**src/rtl/control_unit_pkg.sv**
```systemverilog
// Shared opcode, ALU-op and control-bundle constants for the RV32I main decoder.
package control_unit_pkg;

   // RV32I major opcodes (instruction[6:0]) handled by this datapath
   localparam logic [6:0] R_type = 7'b0110011;
   localparam logic [6:0] I_type = 7'b0010011;
   localparam logic [6:0] L_type = 7'b0000011;
   localparam logic [6:0] S_type = 7'b0100011;
   localparam logic [6:0] B_type = 7'b1100011;

   // ALU-control class handed to the downstream ALU-control block
   localparam logic [1:0] ALUOP_ADD = 2'b00;  // address generation
   localparam logic [1:0] ALUOP_BR  = 2'b01;  // subtract/compare for branches
   localparam logic [1:0] ALUOP_R   = 2'b10;  // funct3/funct7 decoded downstream
   localparam logic [1:0] ALUOP_I   = 2'b11;  // funct3 decoded, funct7 only for shifts

   // Bundle layout, MSB first: {aluSrc, memToReg, regWrite, memRead, memWrite, branch, aluOp}
   typedef struct packed {
      logic       alu_src;
      logic       mem_to_reg;
      logic       reg_write;
      logic       mem_read;
      logic       mem_write;
      logic       branch;
      logic [1:0] alu_op;
   } ctrl_t;

   // Don't-care fields (memToReg for stores/branches) are tied to 0
   localparam logic [7:0] R_format   = {6'b001000, ALUOP_R};
   localparam logic [7:0] I_format   = {6'b101000, ALUOP_I};
   localparam logic [7:0] L_format   = {6'b111100, ALUOP_ADD};
   localparam logic [7:0] S_format   = {6'b100010, ALUOP_ADD};
   localparam logic [7:0] B_format   = {6'b000001, ALUOP_BR};
   localparam logic [7:0] NOP_format = 8'b0000_0000;

endpackage

```
**src/rtl/control_decode.sv**
```systemverilog
// Pure combinational opcode-to-control-bundle table with an illegal-opcode flag.
module control_decode
   import control_unit_pkg::*;
(
   input  logic [6:0] opcode,
   output ctrl_t      ctrl,
   output logic       illegal
);

   // Table lookup; anything unmatched (including X/Z) falls to the inert bundle
   always_comb begin
      ctrl    = ctrl_t'(NOP_format);
      illegal = 1'b1;
      case (opcode)
         R_type: begin ctrl = ctrl_t'(R_format); illegal = 1'b0; end
         I_type: begin ctrl = ctrl_t'(I_format); illegal = 1'b0; end
         L_type: begin ctrl = ctrl_t'(L_format); illegal = 1'b0; end
         S_type: begin ctrl = ctrl_t'(S_format); illegal = 1'b0; end
         B_type: begin ctrl = ctrl_t'(B_format); illegal = 1'b0; end
         default: begin
            ctrl    = ctrl_t'(NOP_format);
            illegal = 1'b1;
         end
      endcase
   end

endmodule

```
**src/rtl/control_unit.sv**
```systemverilog
// RV32I main decoder: combinational control strobes plus a sticky illegal-opcode flag.
// There is no valid/ready handshake: control is valid in the same cycle as the
// opcode, and only illegalSeen is clocked.
module control_unit
   import control_unit_pkg::*;
(
   input  logic       clk,
   input  logic       rst,
   input  logic [6:0] instruction,
   output logic       branch,
   output logic       memRead,
   output logic       memToReg,
   output logic       memWrite,
   output logic       aluSrc,
   output logic       regWrite,
   output logic [1:0] aluOp,
   output logic       illegalOp,
   output logic       illegalSeen
);

   ctrl_t ctrl;
   logic  illegal;

   control_decode u_decode (
      .opcode  (instruction),
      .ctrl    (ctrl),
      .illegal (illegal)
   );

   // Unpack the bundle; decode ignores clk and rst entirely
   assign aluSrc    = ctrl.alu_src;
   assign memToReg  = ctrl.mem_to_reg;
   assign regWrite  = ctrl.reg_write;
   assign memRead   = ctrl.mem_read;
   assign memWrite  = ctrl.mem_write;
   assign branch    = ctrl.branch;
   assign aluOp     = ctrl.alu_op;
   assign illegalOp = illegal;

   // Sticky record of any unsupported opcode since the last reset
   always_ff @(posedge clk or posedge rst) begin
      if (rst) begin
         illegalSeen <= 1'b0;
      end else if (illegal == 1'b1) begin
         illegalSeen <= 1'b1;
      end
   end

endmodule

```
**config.mk**
```make
export PLATFORM = sky130hd
export DESIGN_NAME = control_unit
export DESIGN_NICKNAME = d
export VERILOG_FILES = /design/src/rtl/control_unit_pkg.sv /design/src/rtl/control_decode.sv /design/src/rtl/control_unit.sv
export SDC_FILE = /design/constraint.sdc
export NUM_CORES = 1
export LEC_CHECK = 0
export ABC_AREA = 1
export CELL_PAD_IN_SITES_DETAIL_PLACEMENT = 2
export CELL_PAD_IN_SITES_GLOBAL_PLACEMENT = 2
export CORE_AREA = 2 2 39 41
export CTS_CLUSTER_SIZE = 24
export DETAILED_ROUTE_END_ITERATION = 16
export DIE_AREA = 0 0 41 43
export DONT_BUFFER_PORTS = 1
export PLACE_DENSITY_LB_ADDON = 0.1
export REMOVE_ABC_BUFFERS = 1
export SYNTH_ARGS = -nofsm -noshare
export SYNTH_HDL_FRONTEND = slang
export SYNTH_SLANG_ARGS = --single-unit
```
**constraint.sdc**
```tcl
create_clock -name clk -period 1.6 [get_ports clk]
set_input_delay 0.24 -clock clk [delete_from_list [all_inputs] [get_ports clk]]
set_output_delay 0.24 -clock clk [all_outputs]
set_load 0.02 [all_outputs]
```
# ---- Word level (Yosys, flattened, before mapping)
# Index checks and enable logic that the tools add are counted.
dict set report word_totals {
  elab_cells 9
  out_inout_bits 10
  reg_bits 1
  inputBits 9
}
dict set report classes {
  n_reduce_logical 1
  eq_ne 5
  mux 2
}
# cell count
set ops {}
lappend ops {{case mux 8 bit (5 select lines)} 1}
lappend ops {{equality test 7 x 6 -> 1 bit, second input constant} 2}
lappend ops {{equality test 7 x 2 -> 1 bit, second input constant} 1}
lappend ops {{equality test 7 x 5 -> 1 bit, second input constant} 1}
lappend ops {{equality test 7 bit, second input constant} 1}
lappend ops {{OR reduction 5 bit} 1}
lappend ops {{2-to-1 mux 1 bit} 1}

# ---- Logic depth before layout (Yosys ltp)
dict set report depth {
  ltp_word 3
  ltp_mapped 5
  depth_no_buf 4
}

# ---- Cells and area by module
# A second synthesis with hierarchy kept.
dict set report hier_totals {
  hier_cells 31
  area_unflattened_um2 162.7
}
# module seq_area_each_um2 cells_each n_inst area_per_inst_um2
set by_module_without_submodules {}
lappend by_module_without_submodules {control_decode 0.0 26 1 122.6}
lappend by_module_without_submodules {control_unit 25.0 5 1 40.0}

# ---- Least setup slack after synthesis
# Ideal clock, no wire load.
dict set report synth_timing {
  kind {input to output}
  from {input port instruction[3]}
  to {output port memToReg}
  n_path_buf 1
  cell_stages 4
  required_time_ps 1360
  slack_ps 343
  arrival_ps 1017
  cell_sequence {nor2_1 -> nand2_1 -> nor2_1 -> buf_4}
}
dict set report synth_via {
  elab_chain_len 2
  elab_cells_between_ends 6
  classes_between {eq/ne: 5; mux: 1}
}
# item line_no
set synth_lines {}
lappend synth_lines {{start: declaration} control_unit.sv:9} ;# input logic [6:0] instruction,
lappend synth_lines {{equality test 7 bit (tied with other cells)} control_decode.sv:14} ;# case (opcode)
lappend synth_lines {{case mux 8 bit (5 select lines) *} control_decode.sv:14}
lappend synth_lines {{end: declaration} control_unit.sv:12} ;# output logic memToReg,
# Mark *: on every way between the ends. The rest lies on a longest branch, timed or not.

# ---- Final worst setup path
dict set report layout_timing {
  from {input port instruction[3]}
  to {output port aluOp[0]}
}
dict set report layout_via {
  elab_chain_len 2
  elab_cells_between_ends 6
  classes_between {eq/ne: 5; mux: 1}
}
# item line_no
set layout_lines {}
lappend layout_lines {{equality test 7 bit (tied with other cells)} control_decode.sv:14}
lappend layout_lines {{case mux 8 bit (5 select lines) *} control_decode.sv:14}
lappend layout_lines {{end: declaration} control_unit.sv:16} ;# output logic [1:0] aluOp,
# Marked as above.

==> flow_metrics.tcl <==
set metrics [dict create \
    regMostFlops "illegalSeen" \
    required_ns 1.36 \
    drc 0 \
    fillerInstances 170 \
    grt_overflow 0 \
    post_cts_buffers 0 \
    peakVddDrop_mv 0.0425 \
    cp-end-kind "output pin" \
    row_count 14 \
    drv_cap 0 \
    skew_ns 0 \
    routabilityCongestion 0.609 \
    ys_ff_latch 1 \
    die_h_um 43 \
    fin_util 0.142 \
    dpl_worst_slack_ns 0.414 \
    finalMaxSlewViolations 0 \
    grt_max_degree 7 \
    setup_viol 0 \
    grt_pass1_vias 209 \
    final_cell_mix "inv_1, nor2_1, nand2_1, nand3_1" \
    rsz0062_at_grt "no" \
    fin_nets 46 \
    criticalPathCategory "in -> out" \
    wirelength_um 530 \
    setup_tns_ns 0 \
    crit_path_start_kind "primary input" \
    powerDensity_nw_per_um2 260 \
    finalHoldViolations 0 \
    first_pass_iters 1 \
    post_route_cells_drive_above_1_share 0.114 \
    final_area_um2 196 \
    die_width_um 41 \
    status "completed" \
    ant_nets 0 \
    tightest_slew_ns 0.458 \
    hold_path.class "in -> reg" \
    antenna_found_initial 0 \
    grt_usage 0.0600 \
    seq_area_um2 25.0 \
    maxSlewHeadroom 0.696 \
    yosysSeqAreaShare 0.150 \
    period_share 0.726 \
    post-dp-hpwl_um 502 \
    io_buffers 0 \
    netlist_area_um2 166 \
    synth.distinct_cells 10 \
    vias_per_cell 4.18 \
    syn_inst 34 \
    setup_slack_ns 0.438 \
    multi_input_area_um2 100 \
    num_vias 213 \
    timing.fmax_mhz 861 \
    io_pins 19 \
    largest_reg_flops 1 \
    fin_crit_ns 1.16 \
    grt_pass1_wl_um 793 \
    initial_core_util 0.120 \
    cp.arrival_ns 0.92 \
    p_leak_nw 0.105 \
    yosysWarnings 0 \
    dieArea_um2 1760 \
    dpl_cell_area_um2 186 \
    drt_iter0_markers 0 \
    area_growth_pct 18.0 \
    syn_area_per_cell_um2 4.89 \
    reg_top3 "illegalSeen (1)" \
    antenna_cells 0 \
    coreArea_um2 1380 \
    clkLatencyLatePin_ns 0 \
    clk_pin_slew_ns 0 \
    wire_per_inst_um 10.4 \
    path_max_fanout 5 \
    hold_slack_ns 0.408 \
]
path summary, 6_finish.rpt:
check                                        start                       to  slack, ns  cells past startpoint
max in group asynchronous                      rst  illegalSeen$_DFFE_PP0N_       0.98                      2
min reg2reg                illegalSeen$_DFFE_PP0N_  illegalSeen$_DFFE_PP0N_       0.62                      2
max reg2reg                illegalSeen$_DFFE_PP0N_  illegalSeen$_DFFE_PP0N_       0.88                      2
min                                 instruction[6]  illegalSeen$_DFFE_PP0N_       0.41                      2
max                                 instruction[3]                 aluOp[0]       0.44                      3
min in group asynchronous                      rst  illegalSeen$_DFFE_PP0N_       0.53                      2
report_power, final:
group	internal [mW]	total [mW]	switching, mW
combinational	0.00845	0.0253	0.0168
clock	0	0	0
sequential	0.0258	0.0258	0
through the flow:
stage	total power, mW	instances
floorplan	0.0454	33
global placement	0.0489	50
global route	0.0544	51
finish	0.0510	51
detailed placement	0.0498	50
CTS	0.0518	51
worst max-delay path, stage by stage:
cell and delay (ns):
nor2_1 0.12, nand2_1 0.15, a21oi_1 0.41
cells in the mapped netlist:
| master | instances | area share |
|---|---|---|
| o21ai_1 | 1 | 0.030 |
| inv_2 | 2 | 0.045 |
| dfrtp_1 | 1 | 0.15 |
| nor2_2 | 1 | 0.038 |
| nand3_1 | 6 | 0.18 |
| nand2_1 | 6 | 0.14 |
| inv_1 | 7 | 0.16 |
| nor2_1 | 7 | 0.16 |
| a21oi_1 | 2 | 0.060 |
| buf_4 | 1 | 0.045 |
kinds of logic (layout without fill, tap and decap cells):
kind of cell           Yosys count  count (layout)  share of synthesized area
buffers and inverters           10              11                      0.248
DFF                              1               1                      0.150
and+or+nand+nor                 20              20                      0.511
AOI/OAI and AO/OA                3               3                     0.0902
per-layer routing:
metal	global-route usage	wire, um
met1	0.0571	193
met2	0.122	281
met3	0.0157	55
met4	0	0
met5	0	0
final cells by class:
type | instances | area share
inverter | 9 | 0.172
multi-input combinational | 23 | 0.510
sequential | 1 | 0.127
tap | 16 | 0.102
timing repair buffer | 2 | 0.0892
repair_timing:
item                       4_1_cts  5_1_grt
hold endpoints to repair         1        0
hold buffers                     1        0
resized for setup                0        0
setup endpoints to repair        0        0
Note: power is estimated with default switching activity, not from simulation.
==> RTL change, RTL diff (same flow settings) <==
Put a register stage on the outputs `memRead`, `memToReg`, `memWrite`, `aluSrc`, `regWrite`, `aluOp` and `illegalOp`. The values now appear one clock later. The other outputs are not delayed to match.
--- a/src/rtl/control_unit.sv
+++ b/src/rtl/control_unit.sv
@@ -29,12 +29,14 @@
 
    // Unpack the bundle; decode ignores clk and rst entirely
-   assign aluSrc    = ctrl.alu_src;
-   assign memToReg  = ctrl.mem_to_reg;
-   assign regWrite  = ctrl.reg_write;
-   assign memRead   = ctrl.mem_read;
-   assign memWrite  = ctrl.mem_write;
    assign branch    = ctrl.branch;
-   assign aluOp     = ctrl.alu_op;
-   assign illegalOp = illegal;
+   always_ff @(posedge clk) begin
+      memRead   <= ctrl.mem_read;
+      memToReg  <= ctrl.mem_to_reg;
+      memWrite  <= ctrl.mem_write;
+      aluSrc    <= ctrl.alu_src;
+      regWrite  <= ctrl.reg_write;
+      aluOp     <= ctrl.alu_op;
+      illegalOp <= illegal;
+   end
 
    // Sticky record of any unsupported opcode since the last reset
Behaviour: not the same (Yosys sat finds a counterexample within 4 cycles, from zero or initial values and one cycle with rst high).
==> RTL change against the unedited design <==
- critical path depth shrank 3
- routed wire length grew 42%
- synthesized area grew 86%
- clock skew is the same
- sequential cell count grew 7
- maximum frequency grew 13%
- worst setup slack gained 0.13 ns
- sequential share of layout area grew 33 points
- design area grew 82%
Power is left out: it rests on default switching activity, and per cell area and clock period it moved more than threefold.
==> RTL change: results (changes against the unedited design) <==
Status: complete, no violations (unchanged)
Post-Synth Adder-Cell Area: 0% (unchanged)
Synth Area in XOR/XNOR: 0% (unchanged)
Yosys warning total: 0 (unchanged)
Ant diodes: 0 (unchanged)
Post-synthesis sequential area ratio: 53.4% (was 15.0%)
Clock transition at path regs: 0.05 ns (was 0 ns)
Synth top area cells: dfxtp_1 45%, inv_1 8.5%, nor2_1 8.5% (was nand3_1 18%, inv_1 16%, nor2_1 16%)
Least-Margin Pin Slew: 0.382 ns (was 0.458 ns)
Max reg flops: 2 (was 1)
Highest routed layer: met3 (unchanged)
GR Util met3: 5.24% (was 1.57%)
DR WL/cell: 12.3 um (was 10.4 um)
Total vias in the final route: 261 (was 213)
Reg-to-reg slack, setup: 0.85 ns (was 0.88 ns)
Total track usage: 10.4% (was 6.00%)
Largest net degree at the start of global routing: 7 (unchanged)
GR Util met1: 12.1% (was 5.71%)
Met3 Routed Length: 109 um (was 55 um)
Top cells by count, synth: 7 x dfxtp_1, 7 x inv_1, 7 x nor2_1, 6 x nand2_1, 5 x nand3_1 (was 7 x inv_1, 7 x nor2_1, 6 x nand2_1, 6 x nand3_1)
Post-DP HPWL: 636 um (was 502 um)
GR Util met2: 13.8% (was 12.2%)
TritonRoute pass-1 iters: 4 (was 1)
Top FF cell, synth: dfxtp_1 (was dfrtp_1)
Vias in the first global route: 273 (was 209)
Critical Path Fanout Max: 2 (was 5)
Detailed router's first-iteration violation count: 4 (was 0)
Num CTS Buffers: 3
Port Buffers: 0 (unchanged)
HP Class: in -> reg (unchanged)
Critical Path AT: 0.79 ns (was 0.92 ns)
RD Place Congestion: 0.644 (was 0.609)
Fin Hold WS: 0.123 ns (was 0.408 ns)
Met2 WL: 351 um (was 281 um)
First-pass GRT wire length: 1160 um (was 793 um)
Placed cells: 56 (was 50)
Dpl ws: 0.569 ns (was 0.414 ns)
Reg with most FFs: aluOp (was illegalSeen)
Cts repair resizes: 0 (unchanged)
Synth Area in Compound Gates: 3.24% (was 9.02%)
H-Tree Depth: 1
Yosys cell types: 12 (was 10)
Hold-fix buffers at CTS: 1 (unchanged)
Via-to-Cell Ratio: 4.28 (was 4.18)
Ys async rst share: 12.5% (was 100%)
Skew final: 0 ns (unchanged)
Longest Clk Path Bufs: 2
Syn Area/Cell: 7.54 um2 (was 4.89 um2)
Clock latency on the worst-skew pair: 0.25 ns (was 0 ns)
Root buffer cell: clkbuf_4
Initial antenna violation count: 0 (unchanged)
Multiplexer area fraction after synthesis: 0% (unchanged)
Final Critical Period: 1.03 ns (was 1.16 ns)
Fraction of layout cells with a size suffix above 1: 17.8% (was 11.4%)
Dpl cell area: 322 um2 (was 186 um2)
Met1 wire length: 289 um (was 193 um)
Post-layout net count: 55 (was 46)
-- RTL change: area by class of cell --
class                           count  area, um2
Timing Repair Buffer                1       10.0
Fill cell                         172       1030
Clock buffer                        4       26.3
Inverter                            9       33.8
Sequential cell                     8        165
Multi-Input combinational cell     23        103
Tap cell                           16       20.0
-- RTL change: cell families after synthesis --
family                 after synthesis
AOI/OAI and AO/OA                    2
buffers and inverters               10
DFF                                  8
and+or+nand+nor                     21
-- RTL change: path summary, 6_finish.rpt --
path	startpoint	end	cells after the start
max	memRead$_DFF_P_	memRead	0
max reg2reg	illegalSeen$_DFFE_PP0N_	illegalSeen$_DFFE_PP0N_	2
min	instruction[4]	aluOp[1]$_DFF_P_	2
max in group asynchronous	rst	illegalSeen$_DFFE_PP0N_	2
min in group asynchronous	rst	illegalSeen$_DFFE_PP0N_	2
min reg2reg	illegalSeen$_DFFE_PP0N_	illegalSeen$_DFFE_PP0N_	2
